[config.mk]
export PLATFORM = sky130hd
export DESIGN_NAME = demux18_collector
export DESIGN_NICKNAME = d
export VERILOG_FILES = /design/src/rtl/demux18_pkg.sv /design/src/rtl/decoder38_onehot.sv /design/src/rtl/demux18_collector.sv
export SDC_FILE = /design/constraint.sdc
export NUM_CORES = 1
export LEC_CHECK = 0
export CAP_MARGIN = 0
export CORE_MARGIN = 2
export CORE_UTILIZATION = 51
export CTS_CLUSTER_DIAMETER = 200
export DETAILED_ROUTE_END_ITERATION = 16
export GPL_TIMING_DRIVEN = 0
export PLACE_DENSITY = 0.77
export RECOVER_POWER = 50
export SYNTH_ARGS = -nofsm -noshare
export SYNTH_HDL_FRONTEND = slang
export SYNTH_SLANG_ARGS = --single-unit
[constraint.sdc]
create_clock -name clk -period 3.1 [get_ports clk]
set_input_delay 0.93 -clock clk [delete_from_list [all_inputs] [get_ports clk]]
set_output_delay 0.93 -clock clk [all_outputs]
set_load 0.01 [all_outputs]
[src/rtl/demux18_pkg.sv]
// Shared constants and state type for the 1-to-8 bit demux / word collector.
package demux18_pkg;

  localparam int WIDTH = 8;
  localparam int SEL_W = 3;

  typedef enum logic [0:0] {
    COLLECT = 1'b0,
    HOLD    = 1'b1
  } state_e;

endpackage

[src/rtl/decoder38_onehot.sv]
// Combinational 3-to-8 one-hot decoder; the enable gates every output so the
// result can be used directly as a per-bit write strobe.
module decoder38_onehot
  import demux18_pkg::*;
(
  input  logic [SEL_W-1:0] idx_i,
  input  logic             en_i,
  output logic [WIDTH-1:0] onehot_o
);

  always_comb begin
    onehot_o = '0;
    if (en_i) onehot_o[idx_i] = 1'b1;
  end

endmodule

[src/rtl/demux18_collector.sv]
// Collects single bits into an 8-bit shadow word (addressed or auto-increment)
// and presents each completed word through a valid/ready output register.
module demux18_collector
  import demux18_pkg::*;
(
  input  logic             clk,
  input  logic             rst_n,
  input  logic             in_valid,
  output logic             in_ready,
  input  logic             in_bit,
  input  logic [SEL_W-1:0] sel,
  input  logic             auto_inc,
  input  logic             clear,
  output logic [WIDTH-1:0] out_word,
  output logic             out_valid,
  input  logic             out_ready,
  output logic [WIDTH-1:0] written_mask
);

  state_e           state_q, state_d;
  logic [WIDTH-1:0] shadow_q, shadow_d;
  logic [WIDTH-1:0] mask_q, mask_d;
  logic [SEL_W-1:0] ptr_q, ptr_d;
  logic [WIDTH-1:0] word_q, word_d;
  logic             valid_q, valid_d;

  logic             accept;
  logic [SEL_W-1:0] idx;
  logic [WIDTH-1:0] wr_en;
  logic [WIDTH-1:0] shadow_merged;
  logic [WIDTH-1:0] mask_merged;
  logic             complete;

  assign in_ready     = (state_q == COLLECT);
  assign out_valid    = valid_q;
  assign out_word     = word_q;
  assign written_mask = mask_q;

  // clear suppresses the accept so a bit offered alongside it is dropped
  assign accept = in_valid && in_ready && !clear;
  assign idx    = auto_inc ? ptr_q : sel;

  decoder38_onehot u_decoder (
    .idx_i    (idx),
    .en_i     (accept),
    .onehot_o (wr_en)
  );

  assign shadow_merged = (shadow_q & ~wr_en) | (wr_en & {WIDTH{in_bit}});
  assign mask_merged   = mask_q | wr_en;
  assign complete      = accept && (&mask_merged);

  always_comb begin
    state_d  = state_q;
    shadow_d = shadow_q;
    mask_d   = mask_q;
    ptr_d    = ptr_q;
    word_d   = word_q;
    valid_d  = valid_q;
    if (clear) begin
      state_d  = COLLECT;
      shadow_d = '0;
      mask_d   = '0;
      ptr_d    = '0;
      valid_d  = 1'b0;
    end else if (complete) begin
      state_d  = HOLD;
      word_d   = shadow_merged;
      valid_d  = 1'b1;
      shadow_d = '0;
      mask_d   = '0;
      ptr_d    = '0;
    end else if (accept) begin
      shadow_d = shadow_merged;
      mask_d   = mask_merged;
      ptr_d    = idx + 3'd1;
    end else if (state_q == HOLD && out_ready) begin
      state_d = COLLECT;
      valid_d = 1'b0;
    end
  end

  always_ff @(posedge clk or negedge rst_n) begin
    if (!rst_n) begin
      state_q  <= COLLECT;
      shadow_q <= '0;
      mask_q   <= '0;
      ptr_q    <= '0;
      word_q   <= '0;
      valid_q  <= 1'b0;
    end else begin
      state_q  <= state_d;
      shadow_q <= shadow_d;
      mask_q   <= mask_d;
      ptr_q    <= ptr_d;
      word_q   <= word_d;
      valid_q  <= valid_d;
    end
  end

endmodule

# ---- Word level (Yosys, flattened, before mapping)
# Cells that the tools add are included.
dict set report op_classes {
  n_bitwise 7
  add_sub_neg 1
  eq_ne 1
  reduce_logical 11
  mux 17
  n_lt_le_gt_ge 2
}
# cell count
set ops {}
lappend ops {{$mux 8} 7}
lappend ops {{$and 8x8->8} 2}
lappend ops {{$or 8x8->8} 2}
lappend ops {{$mux 3} 4}
lappend ops {{$not 8->8} 1}
lappend ops {{$reduce_and 8->1} 1}
lappend ops {{$reduce_bool 3->1} 2}
lappend ops {{$logic_and 1x1->1} 5}
lappend ops {{$mux 1} 5}
lappend ops {{$lt 3x4->1 const B} 1}
lappend ops {{$reduce_and 2->1} 2}
lappend ops {{$add 3x1->3 const B} 1}
lappend ops {{$demux 1 s3} 1}
lappend ops {{$ge 3x1->1 const B} 1}
lappend ops {{$ne 3x2->1 const B} 1}
lappend ops {{$not 1->1} 2}
lappend ops {{$logic_not 1->1} 1}
dict set report word_totals {
  register_bits 28
  elab_cells 44
  in_bits 10
  out_inout_bits 18
}

# ---- Depth between registers and ports, before layout
# Gate-level depths: netlist (run 1).
dict set report depth {
  depth_word 12
  mapped_depth 9
  depth_no_buf 7
}

# ---- By module
# A second synthesis (run 1) with hierarchy kept.
dict set report hier_totals {
  hier_cells 134
  area_unflattened_um2 1470.2
}
# module n_inst cells_each area_each_um2
set by_module_without_submodules {}
lappend by_module_without_submodules {demux18_collector 1 126 1375.1}
lappend by_module_without_submodules {decoder38_onehot 1 8 95.1}

# ---- Worst setup path after synthesis (run 1)
# No wires, ideal clock.
dict set report synth_timing {
  path_kind {input -> register}
  start {input auto_inc}
  end {register shadow_q[7]}
  required_ns 2.982
  stages 9
  slack_ns 0.201
  path_buffers 2
  arrival_ns 2.780
  path_cell_list {buf_6 -> mux2i_4 -> inv_2 -> nor4_2 -> a22oi_1 -> o41ai_2 -> buf_6 -> o32ai_1 -> a21o_1}
}
dict set report synth_between {
  elab_chain_len 12
}
# item line
set synth_rtl {}
lappend synth_rtl {{start: declaration} demux18_collector.sv:12} ;# input logic auto_inc,
lappend synth_rtl {{$mux 3 (*)} demux18_collector.sv:41} ;# assign idx = auto_inc ? ptr_q : sel;
lappend synth_rtl {{$lt 3x4->1 (not written as such) or $ge 3x1->1 (tied branches)} decoder38_onehot.sv:13} ;# if (en_i) onehot_o[idx_i] = 1'b1;
lappend synth_rtl {{$logic_and 1x1->1 (not written as such)} decoder38_onehot.sv:13}
lappend synth_rtl {{$mux 1 (not written as such)} decoder38_onehot.sv:13}
lappend synth_rtl {{$demux 1 s3 (*)} -}
lappend synth_rtl {{$mux 8 (*)} decoder38_onehot.sv:13}
lappend synth_rtl {{$not 8->8} demux18_collector.sv:49} ;# assign shadow_merged = (shadow_q & ~wr_en) | (wr_en & {WIDTH{in_bit}});
lappend synth_rtl {{$and 8x8->8} demux18_collector.sv:49}
lappend synth_rtl {{$or 8x8->8} demux18_collector.sv:49}
lappend synth_rtl {{$mux 8} demux18_collector.sv:73} ;# end else if (accept) begin
lappend synth_rtl {{$mux 8} demux18_collector.sv:66} ;# end else if (complete) begin
lappend synth_rtl {{$mux 8} demux18_collector.sv:60} ;# if (clear) begin
lappend synth_rtl {{end signal: assignment} demux18_collector.sv:93} ;# shadow_q <= shadow_d;
lappend synth_rtl {{end: declaration} demux18_collector.sv:21} ;# logic [WIDTH-1:0] shadow_q, shadow_d;
# Every way passes the cells marked *; elsewhere a longest branch is shown, timed or not. The select of a mux whose other input is x is not followed.
# A chain may end at the register's enable or synchronous reset.

# ---- Worst setup path after layout (run 1)
dict set report layout_timing {
  start {input sel[1]}
  end {register shadow_q[7]}
}
dict set report layout_between {
  elab_chain_len 12
}
# item line
set layout_rtl {}
lappend layout_rtl {{start: declaration} demux18_collector.sv:11} ;# input logic [SEL_W-1:0] sel,
lappend layout_rtl {{$mux 3 (*)} demux18_collector.sv:41}
lappend layout_rtl {{$lt 3x4->1 (not written as such) or $ge 3x1->1 (tied branches)} decoder38_onehot.sv:13}
lappend layout_rtl {{$logic_and 1x1->1 (not written as such)} decoder38_onehot.sv:13}
lappend layout_rtl {{$mux 1 (not written as such)} decoder38_onehot.sv:13}
lappend layout_rtl {{$demux 1 s3 (*)} -}
lappend layout_rtl {{$mux 8 (*)} decoder38_onehot.sv:13}
lappend layout_rtl {{$not 8->8} demux18_collector.sv:49}
lappend layout_rtl {{$and 8x8->8} demux18_collector.sv:49}
lappend layout_rtl {{$or 8x8->8} demux18_collector.sv:49}
lappend layout_rtl {{$mux 8} demux18_collector.sv:73}
lappend layout_rtl {{$mux 8} demux18_collector.sv:66}
lappend layout_rtl {{$mux 8} demux18_collector.sv:60}
# Marked as above.

==> summary.txt, run 1 <==
Status: finished clean
Worst setup path startpoint: sel[1]
Clk buf depth: 2
Die area: 3370 um^2
Post-synth top area share: 47.1%
CP arrival: 3290 ps
Hold_ws: 508 ps
Number of synthesized flops with an enable pin: 0
WL per Instance: 17.2 um
Initial Util: 54.0%
Via count: 1267
Final min period: 3060 ps
Lkg Pwr: 0.000892 uW
I/O pin count: 28
Die Height: 58.0 um
Critical R2R Capture: shadow_q[7]$_DFFE_PN0P_
Overall power: 660 uW
Maxcap violations: 0
Crit path to: shadow_q[7]$_DFFE_PN0P_
All-Layer GR Usage: 22.1%
Final TNS setup: 0 ps
Sequential share of the synthesized area: 47.1%
Period utilisation layout: 98.8%
Largest net degree at the start of global routing: 29
Final GP Congestion: 0.892
H-Tree Level Count: 1
DRT Wirelength: 3480 um
Critical Path, Cell by Cell: clkdlybuf4s50_1 > mux2i_4 > inv_2 > nor4_4 > a22oi_2 > o41ai_2 > buf_4 > buf_6 > o32ai_1 > a21o_1
Post-DR vias/cell: 6.24
Worst slew pin tran: 1480 ps
First-pass GRT wire length: 5740 um
Worst slew margin: 1.31%
Async SR Flop Fraction: 100%
Post-synthesis compound-gate area fraction: 21.7%
Cell Pwr Density: 340 nW/um^2
CP max stage cell: clkdlybuf4s50_1
#FFs+latches synth: 28
Worst hold-check path type: register to register
Top-count cell post-synth: dfrtp_1
Drt first-iter violations: 53
Syn Nets: 149
Drt drc: 0
Final setup vio count: 0
Synth Instances: 138
Fillcell total: 204
R2R setup slack: 520 ps
Placed instance area: 1790 um^2
Synth area leaders: dfrtp_1 47%, mux2_2 6.1%, nand2_1 5.8%
Unique masters post-synth: 38
CTS Buf Count: 3
Yosys top cell by area: dfrtp_1
Critical Path Source Type: input pin
Sink Count: 28
Worst Setup Path Type: input pin to register
Hpwl dp: 2420 um
Share of layout cells above drive strength 1: 22.1%
Slew Viols, Final: 0
Synth cell count leaders: 28 x dfrtp_1, 23 x nand2_1, 9 x o21ai_0
Largest fanout on the critical path: 10
Multi-input gate area: 817 um^2
Antenna violations before repair: 0
Fmax: 326 MHz
Clk_lat worst skew: 320 ps
Post-Synth Adder-Cell Area: 0.840%
Pre-antenna DRT Iters: 4
Post-CTS Hold Buffers: 0
Core Footprint: 2760 um^2
Antenna diodes: 0
CP Capture Type: register
Net count, final: 184
Root buffer cell: clkbuf_4
CTS tree: built
Overflow after GRT: 0
Antenna viol nets, final: 0
Netlist Area Pre-Place: 1490 um^2
Mux cell area share after synthesis: 9.75%
Number of port buffers: 26
Std-Cell Rows: 19
CP max stage delay: 440 ps
Final hold violation count: 0
Critical Path RT: 3330 ps
Peak VDD IR: 0.229 mV
Post-Layout Inst Area: 1940 um^2
Chip width: 58.0 um
Vias in the first global route: 1280
Area Growth Syn to Fin: 30.5%
Register-to-Register Path Depth: 9
Mean post-synth cell area: 10.8 um^2
Worst r2r src: out_valid$_DFFE_PN0P_
Simple-gate share of the synthesized area: 16.6%
Worst clock skew on the final layout: 5.31 ps
Yosys Warn Count: 0
Ys flop type: dfrtp_1
Worst-path clk slew: 150 ps
Largest family of logic cells by synthesized area: compound AO/OA/AOI/OAI gates
Register Area: 701 um^2
XOR/XNOR Fraction of Synth Area: 0.588%
==> metal layers <==
layer / global-route usage, % / vias up / part of all wire (%)
met5: 0 / - / 0
met4: 7.97 / 0 / 0.80
met3: 2.46 / 4 / 5.0
met2: 37.7 / 40 / 51
met1: 29.1 / 631 / 43
li1: - / 592 / -
==> how the worst min path moves through the flow <==
| stage | startpoint | end | depth (start not counted) |
|---|---|---|---|
| after floorplan | shadow_q[5]$_DFFE_PN0P_ | shadow_q[5]$_DFFE_PN0P_ | 1 |
| after global placement | shadow_q[6]$_DFFE_PN0P_ | shadow_q[6]$_DFFE_PN0P_ | 1 |
| after detailed placement | shadow_q[5]$_DFFE_PN0P_ | shadow_q[5]$_DFFE_PN0P_ | 1 |
| after CTS | shadow_q[5]$_DFFE_PN0P_ | shadow_q[5]$_DFFE_PN0P_ | 1 |
| after global routing | shadow_q[5]$_DFFE_PN0P_ | shadow_q[5]$_DFFE_PN0P_ | 1 |
| final | shadow_q[5]$_DFFE_PN0P_ | shadow_q[5]$_DFFE_PN0P_ | 1 |
==> power breakdown <==
part | total, uW | internal (uW) | switching [uW] | leakage [uW]
registers | 377 | 371 | 5.37 | 0.000389
clock network | 178 | 71.8 | 106 | 0.0000210
logic | 105 | 41.8 | 63.5 | 0.000482
total | 660 | 485 | 175 | 0.000892
==> area by class of cell <==
| cell class | count | share of cell area [%] |
|---|---|---|
| flip-flops and latches | 28 | 36.1 |
| multi-input cells | 101 | 42.0 |
| clock buffers | 4 | 1.87 |
| repair buffers | 30 | 14.7 |
| well taps | 31 | 2.00 |
| plain buffers | 6 | 2.77 |
| inverters | 3 | 0.580 |
==> state kept, by name (all words and copies together), names as in the netlist <==
| signal | count |
|---|---|
| written_mask | 8 |
| out_valid | 1 |
| out_word | 8 |
| shadow_q | 8 |
| ptr_q | 3 |
==> kinds of logic (layout without fill, tap and decap cells) <==
group           Yosys count  count (layout)
flops                    28              28
compound gates           42              42
xor+xnor                  1               1
buf+inv                   9              43
simple gates             46              46
mux                      11              11
fa+ha+maj                 1               1
==> critical path, delay by kind of cell <==
kind	cells	cell delay, ps
compound gates	4	770
mux	1	370
simple gates	1	300
buf+inv	4	930
==> placed cells by master (no fill, tap or decap), types with 4 or more instances in the layout <==
| cell | count |
|---|---|
| dlygate4sd3_1 | 9 |
| clkdlybuf4s50_1 | 14 |
| dfrtp_1 | 28 |
| nand2_1 | 23 |
| o21ai_0 | 9 |
| buf_4 | 4 |
| nor4_4 | 4 |
| or3_1 | 5 |
| mux2_2 | 6 |
| buf_6 | 4 |
| nor2_1 | 8 |
| a22o_1 | 5 |
| o211ai_1 | 5 |
==> metrics by stage <==
step                utilization [%]  instances  worst slack [ps]
floorplan                         -        138               201
global placement               64.8        195              -469
detailed placement             64.8        195              -516
CTS                            68.0        200              48.4
global route                   70.5        203             -14.8
finish                         70.5        203              36.6
==> repair_timing <==
| item | in CTS | in global routing |
|---|---|---|
| setup endpoints to repair | 18 | 18 |
| buffers inserted | 1 | 3 |
| gates cloned | 0 | 0 |
| pin swaps | 2 | 4 |
| gates resized for setup | 9 | 12 |
Power figures use the tool's default switching activity.
==> run 2: changes to the inputs <==
--- a/config.mk
+++ b/config.mk
@@ -5,6 +5,7 @@
 export SDC_FILE = /design/constraint.sdc
 export NUM_CORES = 1
 export LEC_CHECK = 0
+export ABC_CLOCK_PERIOD_IN_PS = 3100
 export CAP_MARGIN = 0
 export CORE_MARGIN = 2
 export CORE_UTILIZATION = 51
@@ -13,6 +14,7 @@
 export GPL_TIMING_DRIVEN = 0
 export PLACE_DENSITY = 0.77
 export RECOVER_POWER = 50
+export SETUP_SLACK_MARGIN = 0.2
 export SYNTH_ARGS = -nofsm -noshare
 export SYNTH_HDL_FRONTEND = slang
 export SYNTH_SLANG_ARGS = --single-unit
==> summary.txt, run 2 (same netlist as run 1, synthesis figures left out) <==
Status: finished clean
CP arrival: 3090 ps
Chip width: 58.0 um
Via count: 1291
Commonest non-fill, non-tap cells in the layout: 28 x dfrtp_1, 23 x nand2_1, 13 x clkdlybuf4s50_1, 9 x o21ai_0, 9 x dlygate4sd3_1
Lkg Pwr: 0.000905 uW
Std-Cell Rows: 19
Pre-antenna DRT Iters: 4
Initial Util: 54.0%
Antenna diodes: 0
Core Footprint: 2760 um^2
Clock power share: 26.6%
CTS tree: built
Net Sw Frac: 26.5%
Final hold violation count: 0
Final TNS setup: 0 ps
Worst-path clk slew: 150 ps
Worst slew margin: 1.05%
Die area: 3370 um^2
Root buffer cell: clkbuf_4
Number of port buffers: 26
I/O pin count: 28
All-Layer GR Usage: 23.0%
CTS Buf Count: 3
Worst slew pin tran: 1480 ps
Clk_lat worst skew: 320 ps
Slew Viols, Final: 0
Worst clock skew on the final layout: 4.97 ps
Drt drc: 0
Critical Path RT: 3330 ps
RSZ-0062 raised after global routing: no
Net count, final: 186
Worst Setup Path Type: input pin to register
Pint: 488 uW
Hpwl dp: 2420 um
Critical Path Source Type: input pin
CP Capture Type: register
H-Tree Level Count: 1
Maxcap violations: 0
Peak VDD IR: 0.277 mV
Period utilisation layout: 92.3%
Clk buf depth: 2
Worst hold-check path type: register to register
Drt first-iter violations: 53
Die Height: 58.0 um
Sw Pwr: 176 uW
Largest net degree at the start of global routing: 29
Comb pwr share: 16.7%
Cell Pwr Density: 339 nW/um^2
Final min period: 2860 ps
Fmax: 349 MHz
Vias in the first global route: 1349
Antenna viol nets, final: 0
Leading cell type in the layout, fill and taps excluded: dfrtp_1
Part of the power in registers: 56.8%
Share of layout cells above drive strength 1: 24.1%
Final worst setup slack: 237 ps
Largest fanout on the critical path: 9
Overflow after GRT: 0
Area Growth Syn to Fin: 31.4%
First-pass GRT wire length: 6000 um
Worst slack, placed: -516 ps
Final setup vio count: 0
Post-DR vias/cell: 6.30
Sink Count: 28
DRT Wirelength: 3640 um
WL per Instance: 17.8 um
Final GP Congestion: 0.892
Antenna violations before repair: 0
-- run 2: cell types whose count changed in the layout (fill, tap and decap cells not counted), sizes merged --
cell	delta
buf	+2
clkbuf	+2
clkdlybuf4s50	-1
dlygate4sd2	-1
-- run 2: critical path: stages --
cell,delay [ps]
clkdlybuf4s50_1,440
mux2_4,370
nor4_4,270
a22oi_2,170
nor4_4,280
buf_4,210
a21oi_2,120
a2bb2o_1,300
-- run 2: power by group through the flow --
stage	logic [uW]	clock network [uW]	registers, uW
floorplan	55.1	0	383
global placement	88.9	0	383
detailed placement	91.2	0	383
CTS	106	182	377
global route	119	190	378
finish	111	176	377
-- run 2: timing repair --
action                                  4_1_cts  5_1_grt
endpoints found under the setup margin       27       16
pin swaps                                     6        4
hold endpoints to repair                      0        0
gates resized for setup                      16       11
hold buffers                                  0        0
setup buffers                                 5        1
-- run 2: area by class of cell --
class / instances / area [um^2]
Buffer: 6 / 53.8
Clock buffer: 4 / 36.3
Fill cell: 198 / 801
Inverter: 3 / 11.3
Multi-Input combinational cell: 101 / 821
Sequential cell: 28 / 701
Tap cell: 31 / 38.8
Timing Repair Buffer: 32 / 295
-- run 2: worst paths after layout --
kind,start,endpoint,slack (ps),cells past startpoint
setup / recovery,sel[2],written_mask[7]$_DFFE_PN0P_,240,8
hold / removal,shadow_q[5]$_DFFE_PN0P_,shadow_q[5]$_DFFE_PN0P_,510,1
setup reg to reg,out_valid$_DFFE_PN0P_,written_mask[7]$_DFFE_PN0P_,560,8
hold reg to reg,shadow_q[5]$_DFFE_PN0P_,shadow_q[5]$_DFFE_PN0P_,510,1
max in group asynchronous,rst_n,shadow_q[6]$_DFFE_PN0P_,1310,1
min in group asynchronous,rst_n,ptr_q[1]$_DFFE_PN0P_,920,1
-- run 2: per-stage QoR --
stage | std cells | cell area, um^2 | utilization [%] | total power [uW] | hold WS, ps
2_1_floorplan | 138 | 1490 | - | 438 | 449
3_3_place_gp | 195 | 1790 | 64.8 | 472 | 459
3_5_place_dp | 195 | 1790 | 64.8 | 474 | 475
4_1_cts | 204 | 1930 | 70.1 | 665 | 508
5_1_grt | 205 | 1960 | 71.0 | 687 | 524
6_report | 205 | 1960 | 71.0 | 664 | 506
-- run 2: layer usage --
| metal | global-route usage (%) | share of wire, % | vias to the layer above | wire (um) |
|---|---|---|---|---|
| met5 | 0 | 0 | - | 0 |
| li1 | - | - | 595 | - |
| met2 | 38.1 | 50 | 52 | 1800 |
| met4 | 9.97 | 0.74 | 0 | 27 |
| met3 | 3.35 | 5.7 | 5 | 206 |
| met1 | 30.1 | 44 | 639 | 1600 |
==> run 3: changes to the inputs <==
--- a/config.mk
+++ b/config.mk
@@ -5,14 +5,14 @@
 export SDC_FILE = /design/constraint.sdc
 export NUM_CORES = 1
 export LEC_CHECK = 0
-export ABC_CLOCK_PERIOD_IN_PS = 3100
-export CAP_MARGIN = 0
+export ABC_CLOCK_PERIOD_IN_PS = 2400
+export CAP_MARGIN = 10
 export CORE_MARGIN = 2
-export CORE_UTILIZATION = 51
+export CORE_UTILIZATION = 46
 export CTS_CLUSTER_DIAMETER = 200
 export DETAILED_ROUTE_END_ITERATION = 16
 export GPL_TIMING_DRIVEN = 0
-export PLACE_DENSITY = 0.77
+export PLACE_DENSITY_LB_ADDON = 0.25
 export RECOVER_POWER = 50
 export SETUP_SLACK_MARGIN = 0.2
 export SYNTH_ARGS = -nofsm -noshare
==> constraint.sdc (replaced) <==
create_clock -name clk -period 2.4 [get_ports clk]
set_input_delay 0.72 -clock clk [delete_from_list [all_inputs] [get_ports clk]]
set_output_delay 0.72 -clock clk [all_outputs]
set_load 0.01 [all_outputs]
==> summary.txt, run 3 (same netlist as run 1, synthesis figures left out) <==
Final setup vio count: 11
Worst slew margin: -2.74%
Fillcell total: 176
Worst slack, placed: -947 ps
Via count: 1589
Critical Path Source Type: input pin
Slew Viols, Final: 29
Comb pwr share: 20.7%
Die area: 3710 um^2
Number of port buffers: 26
Net count, final: 219
Status: finished with violations
Largest fanout on the critical path: 4
CTS tree: built
Sink Count: 28
Maxcap violations: 1
Overflow after GRT: 0
Post-CTS Hold Buffers: 0
Failing checks: capacitance limit, slew limit, setup timing
Peak VDD IR: 0.356 mV
Leading cell type in the layout, fill and taps excluded: buf_4
Part of the power in registers: 47.6%
Final hold violation count: 0
Final min period: 2470 ps
Drt first-iter violations: 96
Antenna viol nets, final: 0
Die Height: 60.9 um
Hold_ws: 507 ps
Core Footprint: 3080 um^2
Lkg Pwr: 0.00109 uW
Share of layout cells above drive strength 1: 45.4%
H-Tree Level Count: 1
Worst-path clk slew: 170 ps
Worst hold-check path type: register to register
Vias in the first global route: 1549
RSZ-0062 raised after global routing: yes
Final worst setup slack: -70.3 ps
CP arrival: 2730 ps
CP Capture Type: register
Fmax: 405 MHz
Clk buf depth: 2
Initial Util: 48.4%
WL per Instance: 20.8 um
Sw Pwr: 279 uW
Worst clock skew on the final layout: 13.3 ps
Area Growth Syn to Fin: 64.0%
DRT Wirelength: 5220 um
Clock power share: 31.7%
Root buffer cell: clkbuf_4
Net Sw Frac: 27.2%
Post-DR vias/cell: 6.33
Final GP Congestion: 0.831
CTS Buf Count: 3
Final TNS setup: -286 ps
Antenna diodes: 0
Drt drc: 0
Antenna violations before repair: 0
Clk_lat worst skew: 360 ps
Worst slew pin tran: 1540 ps
Largest net degree at the start of global routing: 29
Std-Cell Rows: 20
All-Layer GR Usage: 27.4%
I/O pin count: 28
Cell Pwr Density: 420 nW/um^2
Chip width: 60.9 um
Worst Setup Path Type: input pin to register
Pre-antenna DRT Iters: 4
First-pass GRT wire length: 7400 um
Period utilisation layout: 103%
Commonest non-fill, non-tap cells in the layout: 29 x buf_4, 27 x dfrtp_1, 23 x nand2_1, 18 x clkdlybuf4s50_1, 12 x buf_6
Pint: 747 uW
Hpwl dp: 2560 um
Critical Path RT: 2660 ps
run 3: changes by cell type in the layout (fill, tap and decap cells not counted), sizes merged:
| cell | previous run | this run |
|---|---|---|
| buf | 10 | 47 |
| bufinv | 0 | 1 |
| clkbuf | 9 | 6 |
| clkdlybuf4s50 | 13 | 18 |
| dlygate4sd3 | 9 | 2 |
| clkdlybuf4s15 | 0 | 1 |
| dlymetal6s2s | 1 | 0 |
run 3: final timing paths:
kind | end | startpoint | slack, ps | depth (start not counted)
worst max-delay path | shadow_q[5]$_DFFE_PN0P_ | clear | -70 | 11
worst min-delay path | shadow_q[6]$_DFFE_PN0P_ | shadow_q[6]$_DFFE_PN0P_ | 510 | 1
worst max register to register | shadow_q[5]$_DFFE_PN0P_ | out_valid$_DFFE_PN0P_ | -40 | 10
worst min register to register | shadow_q[6]$_DFFE_PN0P_ | shadow_q[6]$_DFFE_PN0P_ | 510 | 1
max in group asynchronous | out_valid$_DFFE_PN0P_ | rst_n | 700 | 1
min in group asynchronous | out_word[4]$_DFFE_PN0P_ | rst_n | 710 | 1
run 3: stage by stage:
step                      area (um^2)  utilization [%]  std cells  power [uW]
after floorplan                  1550                -        138         577
after global placement           1870             60.7        208         622
after detailed placement         1870             60.7        208         626
after CTS                        2230             72.4        233         970
after global routing             2440             79.3        251        1050
final                            2440             79.3        251        1030
run 3: power by group through the flow:
stage,sequential [uW],combinational [uW],clock [uW]
finish,488,213,326
global route,489,222,343
CTS,487,170,313
detailed placement,496,130,0
global placement,495,127,0
floorplan,495,81.7,0
run 3: what timing repair did:
item                       4_1_cts  5_1_grt
hold endpoints to repair         0        0
cloned                           1        0
setup buffers                   20       18
setup endpoints to repair       28       29
pin swaps                       17       18
resized for setup               51       18
run 3: routing by layer:
metal / global-route usage, % / part of all wire (%) / wire (um)
met2: 46.1 / 50 / 2600
met1: 33.9 / 37 / 1920
met4: 14.3 / 4.3 / 227
met5: 0 / 0 / 0
met3: 4.48 / 9.0 / 469
run 3: cell type report:
class	instances	area, um^2	area share [%]
inverter	3	13.8	0.564
clock buffer	3	22.5	0.922
multi-input combinational	101	973	39.9
timing repair buffer	65	583	23.9
tap	44	55.1	2.25
buffer	6	62.6	2.56
sequential	28	702	28.7
clock inverter	1	30.0	1.23
run 3: critical path, cell delays in order:
cell and delay (ps):
buf_8 100, or3b_4 390, buf_6 150, nor4_4 180, a22oi_2 150, nor4_4 380
buf_4 180, buf_6 110, buf_6 110, o32ai_2 80, a21o_1 160
